<file path="config.mk">
export PLATFORM = sky130hd
export DESIGN_NAME = dmem_console_uart
export DESIGN_NICKNAME = d
export VERILOG_FILES = /design/src/rtl/dmem_console_uart.sv
export SDC_FILE = /design/constraint.sdc
export NUM_CORES = 1
export LEC_CHECK = 0
export BUFFER_PORTS_ARGS = -buffer_cell sky130_fd_sc_hd__buf_2
export CAP_MARGIN = 15
export CORE_AREA = 2 2 114 116
export DETAILED_ROUTE_END_ITERATION = 10
export DIE_AREA = 0 0 116 118
export PLACE_DENSITY_LB_ADDON = 0.25
export SLEW_MARGIN = 20
export SYNTH_ARGS = -nofsm -noshare
export SYNTH_HDL_FRONTEND = slang
export SYNTH_SLANG_ARGS = --single-unit
</file>
<file path="constraint.sdc">
create_clock -name clk -period 3.2 [get_ports clk]
set_clock_uncertainty 0.05 [all_clocks]
set_input_delay 0.16 -clock clk [delete_from_list [all_inputs] [get_ports clk]]
set_output_delay 0.16 -clock clk [all_outputs]
set_load 0.01 [all_outputs]
</file>
<file path="src/rtl/dmem_console_uart.sv">
// Memory-mapped console UART transmitter: a byte FIFO on the dmem bus drains into an 8N1 serialiser.
// Optional TX-empty interrupt output and status bit 3 are enabled by defining CONSOLE_TX_IRQ_EN.
module dmem_console_uart #(
    parameter int unsigned           ADDR_WIDTH = 32,
    parameter logic [ADDR_WIDTH-1:0] DATA_ADDR  = 32'h000fffff,
    parameter logic [ADDR_WIDTH-1:0] STAT_ADDR  = 32'h000ffff8,
    parameter int unsigned           CLK_DIV    = 868,
    parameter int unsigned           FIFO_DEPTH = 8
) (
    input  logic                  clk,
    input  logic                  rst_n,
    input  logic                  valid_i,
    output logic                  ready_o,
    input  logic [ADDR_WIDTH-1:0] addr_i,
    input  logic [31:0]           wdata_i,
    input  logic [3:0]            we_i,
    output logic [31:0]           rdata_o,
`ifdef CONSOLE_TX_IRQ_EN
    output logic                  irq_o,
`endif
    output logic                  tx_o
);

    localparam int unsigned PTR_W  = $clog2(FIFO_DEPTH);
    localparam int unsigned CNT_W  = $clog2(FIFO_DEPTH + 1);
    localparam int unsigned BAUD_W = $clog2(CLK_DIV);
    localparam logic [BAUD_W-1:0] BAUD_MAX = BAUD_W'(CLK_DIV - 1);
    localparam logic [CNT_W-1:0]  CNT_FULL = CNT_W'(FIFO_DEPTH);

    typedef enum logic [1:0] {
        S_IDLE,
        S_START,
        S_DATA,
        S_STOP
    } state_t;

    // FIFO storage and control
    logic [7:0]       fifo_mem [FIFO_DEPTH];
    logic [PTR_W-1:0] wr_ptr_q;
    logic [PTR_W-1:0] rd_ptr_q;
    logic [CNT_W-1:0] count_q;
    logic             fifo_empty;
    logic             fifo_full;

    // Transmitter state
    state_t           state_q;
    state_t           state_d;
    logic [BAUD_W-1:0] baud_q;
    logic [BAUD_W-1:0] baud_d;
    logic [2:0]       idx_q;
    logic [2:0]       idx_d;
    logic [7:0]       shift_q;
    logic [7:0]       shift_d;
    logic             tx_d;
    logic             pop;

    // Bus decode
    logic             data_hit;
    logic             stat_hit;
    logic             is_read;
    logic             stall;
    logic             accept;
    logic             push;
    logic [31:0]      status_word;
    logic [31:0]      rdata_d;

    logic             unused_bits;
    assign unused_bits = ^{addr_i[1:0], wdata_i[23:0]};

    assign fifo_empty = (count_q == '0);
    assign fifo_full  = (count_q == CNT_FULL);

    assign data_hit = valid_i && (addr_i[ADDR_WIDTH-1:2] == DATA_ADDR[ADDR_WIDTH-1:2]);
    assign stat_hit = valid_i && (addr_i[ADDR_WIDTH-1:2] == STAT_ADDR[ADDR_WIDTH-1:2]);
    assign is_read  = (we_i == 4'b0000);

    // Full comes from the registered count, so a same-cycle pop cannot admit a push
    assign stall  = data_hit && we_i[3] && fifo_full;
    assign accept = (data_hit || stat_hit) && !ready_o && !stall;
    assign push   = accept && data_hit && we_i[3];

    always_comb begin
        status_word       = '0;
        status_word[0]    = fifo_empty;
        status_word[1]    = fifo_full;
        status_word[2]    = (state_q != S_IDLE);
`ifdef CONSOLE_TX_IRQ_EN
        status_word[3]    = irq_o;
`endif
        status_word[15:8] = 8'(count_q);
    end

    always_comb begin
        rdata_d = '0;
        if (accept && stat_hit && !data_hit && is_read) begin
            rdata_d = status_word;
        end
    end

    // Bus response stage
    always_ff @(posedge clk or negedge rst_n) begin
        if (!rst_n) begin
            ready_o <= 1'b0;
            rdata_o <= '0;
        end else begin
            ready_o <= accept;
            rdata_o <= rdata_d;
        end
    end

    // FIFO payload carries no reset; only pointers and count are control
    always_ff @(posedge clk) begin
        if (push) begin
            fifo_mem[wr_ptr_q] <= wdata_i[31:24];
        end
    end

    always_ff @(posedge clk or negedge rst_n) begin
        if (!rst_n) begin
            wr_ptr_q <= '0;
            rd_ptr_q <= '0;
            count_q  <= '0;
        end else begin
            if (push) begin
                wr_ptr_q <= wr_ptr_q + PTR_W'(1);
            end
            if (pop) begin
                rd_ptr_q <= rd_ptr_q + PTR_W'(1);
            end
            case ({push, pop})
                2'b10:   count_q <= count_q + CNT_W'(1);
                2'b01:   count_q <= count_q - CNT_W'(1);
                default: count_q <= count_q;
            endcase
        end
    end

    // Serialiser next-state; tx_d is the value the output flop takes at this edge
    always_comb begin
        state_d = state_q;
        baud_d  = baud_q;
        idx_d   = idx_q;
        shift_d = shift_q;
        tx_d    = tx_o;
        pop     = 1'b0;
        case (state_q)
            S_IDLE: begin
                tx_d = 1'b1;
                if (!fifo_empty) begin
                    pop     = 1'b1;
                    shift_d = fifo_mem[rd_ptr_q];
                    state_d = S_START;
                    baud_d  = BAUD_MAX;
                    tx_d    = 1'b0;
                end
            end
            S_START: begin
                if (baud_q == '0) begin
                    state_d = S_DATA;
                    idx_d   = 3'd0;
                    baud_d  = BAUD_MAX;
                    tx_d    = shift_q[0];
                end else begin
                    baud_d = baud_q - BAUD_W'(1);
                end
            end
            S_DATA: begin
                if (baud_q == '0) begin
                    baud_d = BAUD_MAX;
                    if (idx_q == 3'd7) begin
                        state_d = S_STOP;
                        tx_d    = 1'b1;
                    end else begin
                        idx_d = idx_q + 3'd1;
                        tx_d  = shift_q[idx_d];
                    end
                end else begin
                    baud_d = baud_q - BAUD_W'(1);
                end
            end
            S_STOP: begin
                tx_d = 1'b1;
                if (baud_q == '0) begin
                    state_d = S_IDLE;
                end else begin
                    baud_d = baud_q - BAUD_W'(1);
                end
            end
            default: begin
                state_d = S_IDLE;
                tx_d    = 1'b1;
            end
        endcase
    end

    always_ff @(posedge clk or negedge rst_n) begin
        if (!rst_n) begin
            state_q <= S_IDLE;
            baud_q  <= '0;
            idx_q   <= '0;
            tx_o    <= 1'b1;
        end else begin
            state_q <= state_d;
            baud_q  <= baud_d;
            idx_q   <= idx_d;
            tx_o    <= tx_d;
        end
    end

    always_ff @(posedge clk) begin
        shift_q <= shift_d;
    end

`ifdef CONSOLE_TX_IRQ_EN
    // Registered TX-empty level: rises one edge after the queue drains and the line idles
    always_ff @(posedge clk or negedge rst_n) begin
        if (!rst_n) begin
            irq_o <= 1'b0;
        end else begin
            irq_o <= fifo_empty && (state_q == S_IDLE);
        end
    end
`endif

endmodule

</file>
# [After elaboration in Yosys (flattened, before gate mapping)]
# Memory sizes are Yosys's and may differ from the RTL's. A register that Yosys moved wholly into a read port is not among the register bits.
# Cells that the tools add are included.
[classes] add_sub_neg=6 order_cmp=1 eq_ne=16 n_mux=27 bitwise=1 n_reduce_logical=28
[op_table] operator="30-bit by 18-bit equality test with 1-bit output (second input constant)" n=2
[op_table] operator="10-bit two-way mux" n=3
[op_table] operator="10-bit one-hot mux with 3 select lines" n=1
[op_table] operator="2-bit inequality test (second input constant)" n=7
[op_table] operator="12-bit two-way mux" n=1
[op_table] operator="1-bit logical AND" n=11
[op_table] operator="10-bit logical NOT" n=1
[op_table] operator="2-bit two-way mux" n=5
[op_table] operator="10-bit by 1-bit subtractor with 10-bit output (second input constant)" n=1
[op_table] operator="3-bit by 1-bit adder with 3-bit output (second input constant)" n=3
[op_table] operator="1-bit two-way mux" n=9
[op_table] operator="3-bit two-way mux" n=3
[op_table] operator="4-bit logical NOT" n=2
[op_table] operator="2-bit one-hot mux with 4 select lines" n=1
[op_table] operator="4-bit one-hot mux with 2 select lines" n=1
[op_table] operator="2-bit equality test (second input constant)" n=3
[op_table] operator="3-bit one-hot mux with 2 select lines" n=1
[op_table] operator="2-bit AND reduction" n=3
[op_table] operator="2-bit nonzero test" n=3
[op_table] operator="5-bit AND reduction" n=1
[op_table] operator="4-bit by 1-bit adder with 4-bit output (second input constant)" n=1
[op_table] operator="2-bit by 1-bit equality test with 1-bit output (second input constant)" n=2
[op_table] operator="4-bit equality test (second input constant)" n=1
[op_table] operator="3-bit by 4-bit < comparator with 1-bit output (second input constant)" n=1
[op_table] operator="other kinds (10)" n=12
[word_totals] register_bits=59 ram_bits=64 in_bits=71 wordCells=89 mem_count=1
[mem_list] memory="fifo_mem" words=8 width=8 read_ports=1 rd_ports_with_merged_regs=1 write_ports=1 line_no="38" text="logic [7:0] fifo_mem [FIFO_DEPTH];"

# [Logic depth before layout (Yosys ltp)]
[logic_depth] word_depth=10 mapped_depth=10 ltp_nobuf=10

# [Worst setup path before layout]
# OpenSTA, ideal clock, no wires.
[synth_path] path_type="register to register" from="register count_q[0]" to="register count_q[3]" arrival_ns=2.561 t_required_ns=3.070 slack_ns=0.509 path_stages_with_launch=10 period_less_slack_ns=2.691 cell_sequence="dfrtp_1 -> or4_1 -> nand2_1 -> inv_1 -> ha_1 -> ha_1 -> a21o_1 -> a21oi_1 -> mux2i_1 -> xnor2_1"
[synth_via] word_cells_on_any_way=15 classes_between="add/sub: 2; eq/ne: 3; mux: 3; reduce/logical: 7"
[synth_rtl] element="from (decl)" line_no="41" text="logic [CNT_W-1:0] count_q;"
[synth_rtl] element="from (signal assigned)" line_no="131" text="2'b10: count_q <= count_q + CNT_W'(1);"
[synth_rtl] element="from (signal assigned)" line_no="132" text="2'b01: count_q <= count_q - CNT_W'(1);"
[synth_rtl] element="from (signal assigned)" line_no="133" text="default: count_q <= count_q;"
[synth_rtl] element="4-bit logical NOT (*)" line_no="70" text="assign fifo_empty = (count_q == '0);"
[synth_rtl] element="1-bit two-way mux (*)" line_no="149" text="if (!fifo_empty) begin"
[synth_rtl] element="1-bit two-way mux (*)" line_no="146" text="case (state_q)"
[synth_rtl] element="named net pop" line_no="55" text="logic pop;"
[synth_rtl] element="2-bit by 1-bit equality test with 1-bit output or 2-bit equality test (tied branches)" line_no="130" text="case ({push, pop})"
[synth_rtl] element="4-bit one-hot mux with 2 select lines or 2-bit nonzero test (tied branches)"
# Mark *: on every way through the listed nets, which the timed path passes. The rest lies on a longest branch.
# A chain may end at the register's enable or synchronous reset.

# [Final worst setup path]
# Same ends and word-level chain as after synthesis.

==> results.cfg <==
[pwr]
vdd.ir_drop.worst_mv = 0.417
clockPowerShare = 0.390
total_leakage_power_uw = 0.00223
switching_share = 0.224
finalPower_uw = 2670
powerDensity_mw_per_mm2 = 465
power_frac_seq = 0.553
power_frac_comb = 0.056
switching_power_uw = 597
p_int_uw = 2070

[hold_path]
min_path_cells = 1
min_to = fifo_mem[3][7]
min_path_type = input port to flop
worstHoldStart = wdata_i[31]

[setup_path]
start_kind = flop
timing.rr.start = count_q[0]
critical_path_required_ps = 3430
critPathTopFamily = simple AND/OR/NAND/NOR gates
crit_top_cell = ha_1
path_class = flop to flop
crit_arrival_ps = 3000
worst_r2r_endpoint = count_q[3]
worst-path-max-fanout = 9
crit_buf_inv = 1
crit_path_end_kind = flop
rr_worst_depth = 9
crit_chain = or4_1, nand2_1, inv_1, ha_1, ha_1, a21o_1, a21oi_1, mux2i_1, xnor2_1
r2r_slack_ps = 430
cp_slowest_cell = or4_1
cpPeakStageDelay_ps = 560

[synthesis]
synth_adder_area_share = 0.0365
synthesis.area_sq_mm = 0.00500
synth-edff-count = 72
synth-compound-area-share = 0.0630
async_flop_share = 0.321
synth_top_family_by_area = multiplexers
yosysSeqAreaShare = 0.602
yosys_warnings = 0
muxShareOfSynthArea = 0.121
netlist_instances = 329
synthSimpleGateAreaFrac = 0.111
avgSynthCellArea_sq_um = 15.2
synth_top_area_frac = 0.432
yosys_register_bits = 106
ys_types = 56
synth_commonest_cells = edfxtp_1 (72), dfrtp_1 (33), buf_4 (25)
yosysMostFrequentCell = edfxtp_1
synth_area_leader_cell = edfxtp_1
synth_xor_xnor_area_share = 0.0123
dominantRegCellSynth = edfxtp_1
synth.area.top_cells = edfxtp_1 (43%), dfrtp_1 (17%), mux4_2 (8.1%)

[layout]
fin_util = 0.462
diodes = 0
drive_gt1_frac = 0.316
fillCellCount = 1129
final_cells = 574
area_growth_pct = 14.5
nets = 483

[grt]
grt_max_degree = 35
grt.overflow.total = 0
first_global_vias = 2900
grt_pass1_wl_um = 14800
grt_use_total = 0.143
antenna_found_initial = 0

[clock_network]
numCtsBuffers = 9
ctsHoldBuffers = 1
cts_setup_buffers = 0
root_buffer = clkbuf_16
clk_latency_ps = 350
cts_tree = yes
clk_pin_slew_ps = 70
clock_path_buffers = 2
cts_resized = 0
htree_levels = 3
clkSinkCount = 106

[floorplan]
boundaryPins = 105
die_x_um = 116
initial_core_util = 0.403
fp.coreArea_sq_mm = 0.0124
die-area_sq_mm = 0.0137
fp.dieH_um = 118
rows = 41

[route]
wl_per_cell_um = 15.8
vias_per_cell = 5.05
firstDrtPassIters = 4
ant_nets = 0
drc = 0
drt_iter0_markers = 211
routed_wl_um = 9070
via_count = 2901

[place]
port_buffers = 53
place_inst = 558
place_hpwl_um = 6170
place.gp.congestion = 0.807

[sta]
post-route-period-util = 0.866
worst_pin_slew_ps = 839
setup_tns_ps = 0
max_freq_ghz = 0.361
maxSlewHeadroom = 0.441
period_minus_slack_ps = 2770
rsz0062_at_grt = false
drv_slew = 0
hold_viol = 0
setup_viol = 0

[flow_run]
drv_cap = 0

[status]
status = finished, final reports clean
[sequential cells by signal, indices dropped and copies added (netlist names), 2 cells and up]
| name | count |
|---|---|
| rd_ptr_q | 3 |
| rdata_o | 7 |
| idx_q | 3 |
| state_q | 2 |
| shift_q | 8 |
| baud_q | 10 |
| wr_ptr_q | 3 |
| fifo_mem | 64 |
| count_q | 4 |
[per-stage QoR]
step	worst slack [ps]	hold WS (ps)	cell area [sq um]
after floorplan	509	-186	5090
after global placement	410	225	5440
after detailed placement	425	237	5440
after CTS	399	10.9	5730
after global routing	231	24.3	5730
final	428	22.3	5730
[layout by cell type, fill, tap and decap left out, drive strengths merged, types with 2 or more instances in the layout]
cell    netlist  routed
nor3b         2       2
a32o          2       2
a22o          6       6
nor4b         5       5
ha           13      13
xnor2         6       6
a31oi         4       4
nor4          7       7
and3          2       2
inv          10      13
and4          2       2
nand3         3       3
or3           5       5
mux4         18      18
clkbuf        1      10
o31ai         5       5
nor2          8       8
mux2         15      15
mux2i         3       3
dfrtp        33      33
o211ai        2       2
o21ai        11      11
buf          32      66
or4           8       8
conb          1      25
nand4         6       6
and2          7       7
nor3          9       9
nand2        10      10
a21oi         9       9
edfxtp       72      72
[power by group through the flow]
| stage | Combinational [uW] | Sequential (uW) | Clock (uW) |
|---|---|---|---|
| CTS | 150 | 1470 | 1070 |
| floorplan | 108 | 1500 | 0 |
| detailed placement | 149 | 1500 | 0 |
| global route | 170 | 1480 | 1130 |
| finish | 150 | 1480 | 1040 |
| global placement | 144 | 1500 | 0 |
[cells by family (layout without fill, tap and decap cells)]
kind of cell               after synthesis  in the layout
buffers and inverters                   43             92
and+or+nand+nor                         77             77
AOI/OAI and AO/OA                       45             45
other                                    1             25
xor gates and xnor gates                 7              7
muxes                                   36             36
DFF                                    106            106
adders and majority gates               14             14
[how the worst max path moves through the flow]
stage,from,to,slack (ps),cells past startpoint
2_1_floorplan,count_q[0],count_q[3],510,9
3_3_place_gp,count_q[0],count_q[3],410,9
3_5_place_dp,count_q[0],count_q[3],420,9
4_1_cts,count_q[0],count_q[3],400,9
5_1_grt,count_q[0],count_q[3],230,9
6_report,count_q[0],count_q[3],430,9
[area by class of cell]
class	instances	area, sq um	area share
sequential	106	3010	0.526
multi-input combinational	204	1810	0.316
timing repair buffer	67	373	0.0651
clock buffer	10	229	0.0400
tap	172	215	0.0376
clock inverter	5	47.5	0.00830
inverter	10	37.5	0.00655
[routing by layer]
layer / vias up / global-route usage / routed length [um]
met2: 48 / 0.241 / 4600
met3: 9 / 0.0474 / 335
li1: 1381 / - / -
met1: 1463 / 0.174 / 4030
met5: - / 0 / 0
met4: 0 / 0.0439 / 111
Note: power is estimated with default switching activity, not from simulation.
